--- src/rtl/vga_timing_gen.sv ---
// Raster timing source: h/v counters, registered renderer coordinates, and a
// latency-matched sync/blank pipeline so vga_hs/vs land with the renderer's RGB.
module vga_timing_gen #(
  parameter int H_ACTIVE = 1280,
  parameter int H_FP     = 72,
  parameter int H_SYNC   = 128,
  parameter int H_BP     = 200,
  parameter int V_ACTIVE = 800,
  parameter int V_FP     = 3,
  parameter int V_SYNC   = 6,
  parameter int V_BP     = 22,
  parameter bit H_POL    = 1'b0,
  parameter bit V_POL    = 1'b1,
  parameter int PIX_LAT  = 1
) (
  input  logic        clk,
  input  logic        rst,
  input  logic [3:0]  pix_r,
  input  logic [3:0]  pix_g,
  input  logic [3:0]  pix_b,
  output logic [10:0] curr_x,
  output logic [9:0]  curr_y,
  output logic        active,
  output logic        line_start,
  output logic        frame_start,
  output logic        vga_hs,
  output logic        vga_vs,
  output logic [3:0]  vga_r,
  output logic [3:0]  vga_g,
  output logic [3:0]  vga_b
);

  localparam int H_TOTAL = H_ACTIVE + H_FP + H_SYNC + H_BP;
  localparam int V_TOTAL = V_ACTIVE + V_FP + V_SYNC + V_BP;
  // Stages between the counter and the output register: renderer latency plus
  // the coordinate register that feeds the renderer.
  localparam int DEPTH   = PIX_LAT + 1;

  localparam logic [10:0] H_LAST    = 11'(H_TOTAL - 1);
  localparam logic [10:0] H_ACT_END = 11'(H_ACTIVE);
  localparam logic [10:0] HS_START  = 11'(H_ACTIVE + H_FP);
  localparam logic [10:0] HS_END    = 11'(H_ACTIVE + H_FP + H_SYNC);
  localparam logic [9:0]  V_LAST    = 10'(V_TOTAL - 1);
  localparam logic [9:0]  V_ACT_END = 10'(V_ACTIVE);
  localparam logic [9:0]  VS_START  = 10'(V_ACTIVE + V_FP);
  localparam logic [9:0]  VS_END    = 10'(V_ACTIVE + V_FP + V_SYNC);

  logic [10:0] h_cnt_reg;
  logic [9:0]  v_cnt_reg;
  logic        de_raw;
  logic        hs_raw;
  logic        vs_raw;
  logic [2:0]  sync_pipe_reg [DEPTH];
  logic [2:0]  sync_tail;

  always_ff @(posedge clk or negedge rst) begin
    if (!rst) begin
      h_cnt_reg <= '0;
      v_cnt_reg <= '0;
    end else if (h_cnt_reg == H_LAST) begin
      h_cnt_reg <= '0;
      if (v_cnt_reg == V_LAST) begin
        v_cnt_reg <= '0;
      end else begin
        v_cnt_reg <= v_cnt_reg + 10'd1;
      end
    end else begin
      h_cnt_reg <= h_cnt_reg + 11'd1;
    end
  end

  assign de_raw = (h_cnt_reg < H_ACT_END) && (v_cnt_reg < V_ACT_END);
  assign hs_raw = (h_cnt_reg >= HS_START) && (h_cnt_reg < HS_END);
  assign vs_raw = (v_cnt_reg >= VS_START) && (v_cnt_reg < VS_END);

  // Coordinates are zeroed in blanking so the renderer never indexes past its tile map.
  always_ff @(posedge clk or negedge rst) begin
    if (!rst) begin
      curr_x      <= '0;
      curr_y      <= '0;
      active      <= 1'b0;
      line_start  <= 1'b0;
      frame_start <= 1'b0;
    end else begin
      curr_x      <= de_raw ? h_cnt_reg : 11'd0;
      curr_y      <= de_raw ? v_cnt_reg : 10'd0;
      active      <= de_raw;
      line_start  <= de_raw && (h_cnt_reg == 11'd0);
      frame_start <= de_raw && (h_cnt_reg == 11'd0) && (v_cnt_reg == 10'd0);
    end
  end

  genvar gi;
  generate
    for (gi = 0; gi < DEPTH; gi++) begin : g_sync_pipe
      always_ff @(posedge clk or negedge rst) begin
        if (!rst) begin
          sync_pipe_reg[gi] <= 3'b000;
        end else if (gi == 0) begin
          sync_pipe_reg[gi] <= {de_raw, hs_raw, vs_raw};
        end else begin
          sync_pipe_reg[gi] <= sync_pipe_reg[(gi == 0) ? 0 : gi - 1];
        end
      end
    end
  endgenerate

  assign sync_tail = sync_pipe_reg[DEPTH-1];

  // sync_tail lines up with the renderer's pix_* for the same raster position.
  always_ff @(posedge clk or negedge rst) begin
    if (!rst) begin
      vga_r  <= '0;
      vga_g  <= '0;
      vga_b  <= '0;
      vga_hs <= ~H_POL;
      vga_vs <= ~V_POL;
    end else begin
      vga_r  <= sync_tail[2] ? pix_r : 4'd0;
      vga_g  <= sync_tail[2] ? pix_g : 4'd0;
      vga_b  <= sync_tail[2] ? pix_b : 4'd0;
      vga_hs <= sync_tail[1] ? H_POL : ~H_POL;
      vga_vs <= sync_tail[0] ? V_POL : ~V_POL;
    end
  end

endmodule

--- config.mk ---
export PLATFORM = sky130hd
export DESIGN_NAME = vga_timing_gen
export DESIGN_NICKNAME = d
export VERILOG_FILES = /design/src/rtl/vga_timing_gen.sv
export SDC_FILE = /design/constraint.sdc
export NUM_CORES = 1
export LEC_CHECK = 0
export CAP_MARGIN = 20
export CORE_MARGIN = 2
export CORE_UTILIZATION = 54
export CTS_CLUSTER_SIZE = 10
export DETAILED_ROUTE_END_ITERATION = 6
export HOLD_SLACK_MARGIN = 0.03
export PLACE_DENSITY = 0.89
export SETUP_SLACK_MARGIN = 0.3
export SLEW_MARGIN = 20
export SYNTH_ARGS = -nofsm -noshare
export SYNTH_HDL_FRONTEND = slang
export SYNTH_SLANG_ARGS = --single-unit
--- constraint.sdc ---
create_clock -name clk -period 3.8 [get_ports clk]
set_input_delay 0.76 -clock clk [delete_from_list [all_inputs] [get_ports clk]]
set_output_delay 0.76 -clock clk [all_outputs]
set_load 0.01 [all_outputs]
==> run summary <==
die area: 5320 um^2
Post-CTS Resized: 0
met3 Use GR: 6.35%
fin crit period: 2.12 ns
routed vias: 1720
Ports: 52
Multi-input gate area: 880 um^2
Setup-failing EPs final: 0
NumNets Final: 285
period utilization: 55.9%
Synthesized Nets: 234
first-pass GRT wire length: 8310 um
register area share after synthesis: 62.5%
vias in the first global route: 1725
critical path, cell by cell: clkdlybuf4s50_1
Critical Path End Type: output pin
busiest grt layer: met2
worst r2r src: h_cnt_reg[8]
#FFs+latches synth: 64
first-pass iteration count of the detailed router: 4
Net Sw Frac: 21.1%
critical path type: flop to output pin
root buf cell: clkbuf_8
Yosys top cell area share: 61.5%
Internal: 984 uW
Worst Max-Slew Pin Slew: 0.981 ns
biggest area consumer among synthesized cells: dfrtp_1
max_slew headroom: 34.1%
I/O Buffers: 51
Clk pwr share: 40.9%
Hold Crit Start: sync_pipe_reg[4]
Mapped Cells: 214
unrepaired setup endpoints after global routing: no
f_max: 471 MHz
GR Layer Usage met1: 25.9%
worst-path maximum fanout: 1
r2r worst-path depth: 4
worst-skew pair later-pin latency: 0.33 ns
met2 usage: 34.9%
Yosys warnings: 0
grt ovf: 0
Overall Global Routing Usage: 21.4%
Inserted Clock Buffers: 9
Worst EP arrival: 1.36 ns
PwrDens: 382 nW/um^2
CP Launch Type: flop
Crit-path slowest cell: clkdlybuf4s50_1
Final WS setup: 1.68 ns
Pwr Total: 1.25 mW
commonest non-fill, non-tap cells in the layout: dfrtp_1 (63), clkdlybuf4s50_1 (50), and3_1 (28)
fillcell total: 307
post-route ant nets: 0
share of cells above drive strength 1: 7.78%
Die X-Extent: 72.9 um
Buffers & Inverters on Critical Path: 1
setup TNS: 0 ns
status: finished, final reports clean
syn_area_per_cell: 12.0 um^2
Leakage: 1.51 nW
combinational fraction of design power: 3.8%
Clock Sinks: 64
final weighted congestion of routability-driven global placement: 0.922
core footprint: 4660 um^2
CP Depth: 1
cell area after synthesis: 2560 um^2
Final Hold Viols: 0
CP Capture Point: vga_hs
Area contributors post-synth: dfrtp_1 (61%), and3_1 (6.8%), and2_1 (3.7%), ha_1 (2.9%), xor2_1 (2.0%)
Hold/Removal Path Class: flop to flop
placed cell area: 3090 um^2
clock slew at reported path FFs: 0.06 ns
ANT cells: 0
maximum level of the CTS H-tree: 3
Die Ht: 72.9 um
DR WL/cell: 15.2 um
most common cell after layout, fill and taps aside: dfrtp_1
Area growth syn-to-layout: 27.3%
DRC: 0
CTS Buffer Depth: 2
critical path launch point: vga_hs
peak supply drop: 0.000173 V
top cell family by delay on the critical path: buffers and inverters
Psw: 263 uW
clk_skew: 0.00538 ns
max-cap viol count: 0
Distinct cells, synth: 34
hpwl dp: 3300 um
CTS Hold Buffers Added: 0
FF-to-FF setup slack: 1.77 ns
hold path cells: 0
initial antenna violation count: 0
critical path required time: 3.04 ns
Rows: 25
fin area: 3260 um^2
CTS tree: built
share of total power in sequential cells: 55.3%
FF+latch area: 1600 um^2
Final Max Slew Viols: 0
initial cell density of the core: 55.0%
CP max stage delay: 0.53 ns
worst hold slack: 0.350 ns
Vias/cell: 5.31
Post-Place Worst Slack: 1.78 ns
pin count of the biggest net entering global routing: 52
worst reg2reg path endpoint: frame_start
final WL: 4930 um
DR iter-0 viols: 142
Post CTS Setup Buffer Count: 0
[worst min path at each step]
| stage | slack, ns | to |
|---|---|---|
| after CTS | 0.35 | sync_tail[1] |
| after floorplan | 0.33 | sync_tail[0] |
| after detailed placement | 0.34 | sync_tail[1] |
| final | 0.35 | sync_tail[1] |
| after global routing | 0.35 | sync_tail[1] |
| after global placement | 0.33 | sync_tail[1] |
[power groups by stage]
stage	Sequential, mW	Combinational [mW]	Clock [mW]
floorplan	0.706	0.00429	0
global placement	0.702	0.0469	0
detailed placement	0.702	0.0474	0
CTS	0.689	0.0484	0.521
global route	0.689	0.0532	0.555
finish	0.689	0.0473	0.510
[worst reg2reg max path: stages, from the launching register on]
cell and delay, ns:
dfrtp_1 0.46, o21ai_1 0.81, and2_1 0.25, and4_1 0.20, nor4b_1 0.22
[through the flow]
| step | util, % | cells |
|---|---|---|
| final | 70.0 | 324 |
| after global routing | 70.0 | 324 |
| after CTS | 70.0 | 324 |
| after detailed placement | 66.2 | 308 |
| after global placement | 66.2 | 308 |
| after floorplan | - | 214 |
[cell type report]
cell class / instances / share of cell area [%]
Sequential cell: 64 / 49.1
Timing Repair Buffer: 52 / 15.8
Tap cell: 54 / 2.07
Clock buffer: 13 / 4.87
Multi-Input combinational cell: 132 / 26.9
Inverter: 6 / 0.690
Clock inverter: 3 / 0.537
[synth_stat cells, drive strengths merged]
cell type and instances:
and4 4, nor2 9, clkbuf 7, nand3 10, nor4b 3, nor3 4
nand4 8, buf 5, and3 28, a21o 2, nor4 2, a31oi 1
dfrtp 63, xor2 6, nand2 9, o31ai 2, nand2b 1, dfstp 1
a21oi 2, o21ai 10, a211oi 1, nor3b 1, inv 6, ha 6
xnor2 4, or3 2, o21ba 1, and2 15, o311ai 1
[cells by family (layout without fill, tap and decap cells)]
| logic type | after synthesis | count (layout) | share of synthesized area [%] |
|---|---|---|---|
| AOI/OAI and AO/OA | 20 | 20 | 5.46 |
| xor gates and xnor gates | 10 | 10 | 3.41 |
| adders and majority gates | 6 | 6 | 2.93 |
| buffers and inverters | 18 | 74 | 3.22 |
| DFF | 64 | 64 | 62.5 |
| and+or+nand+nor | 96 | 96 | 22.5 |
[routing by layer]
metal | wire (um) | vias up | share of wire (%)
met1 | 2060 | 799 | 42
met5 | 0 | - | 0
met3 | 346 | 6 | 7.0
met4 | 106 | 0 | 2.2
li1 | - | 846 | -
met2 | 2410 | 69 | 49
(Power assumes the default switching activity.)
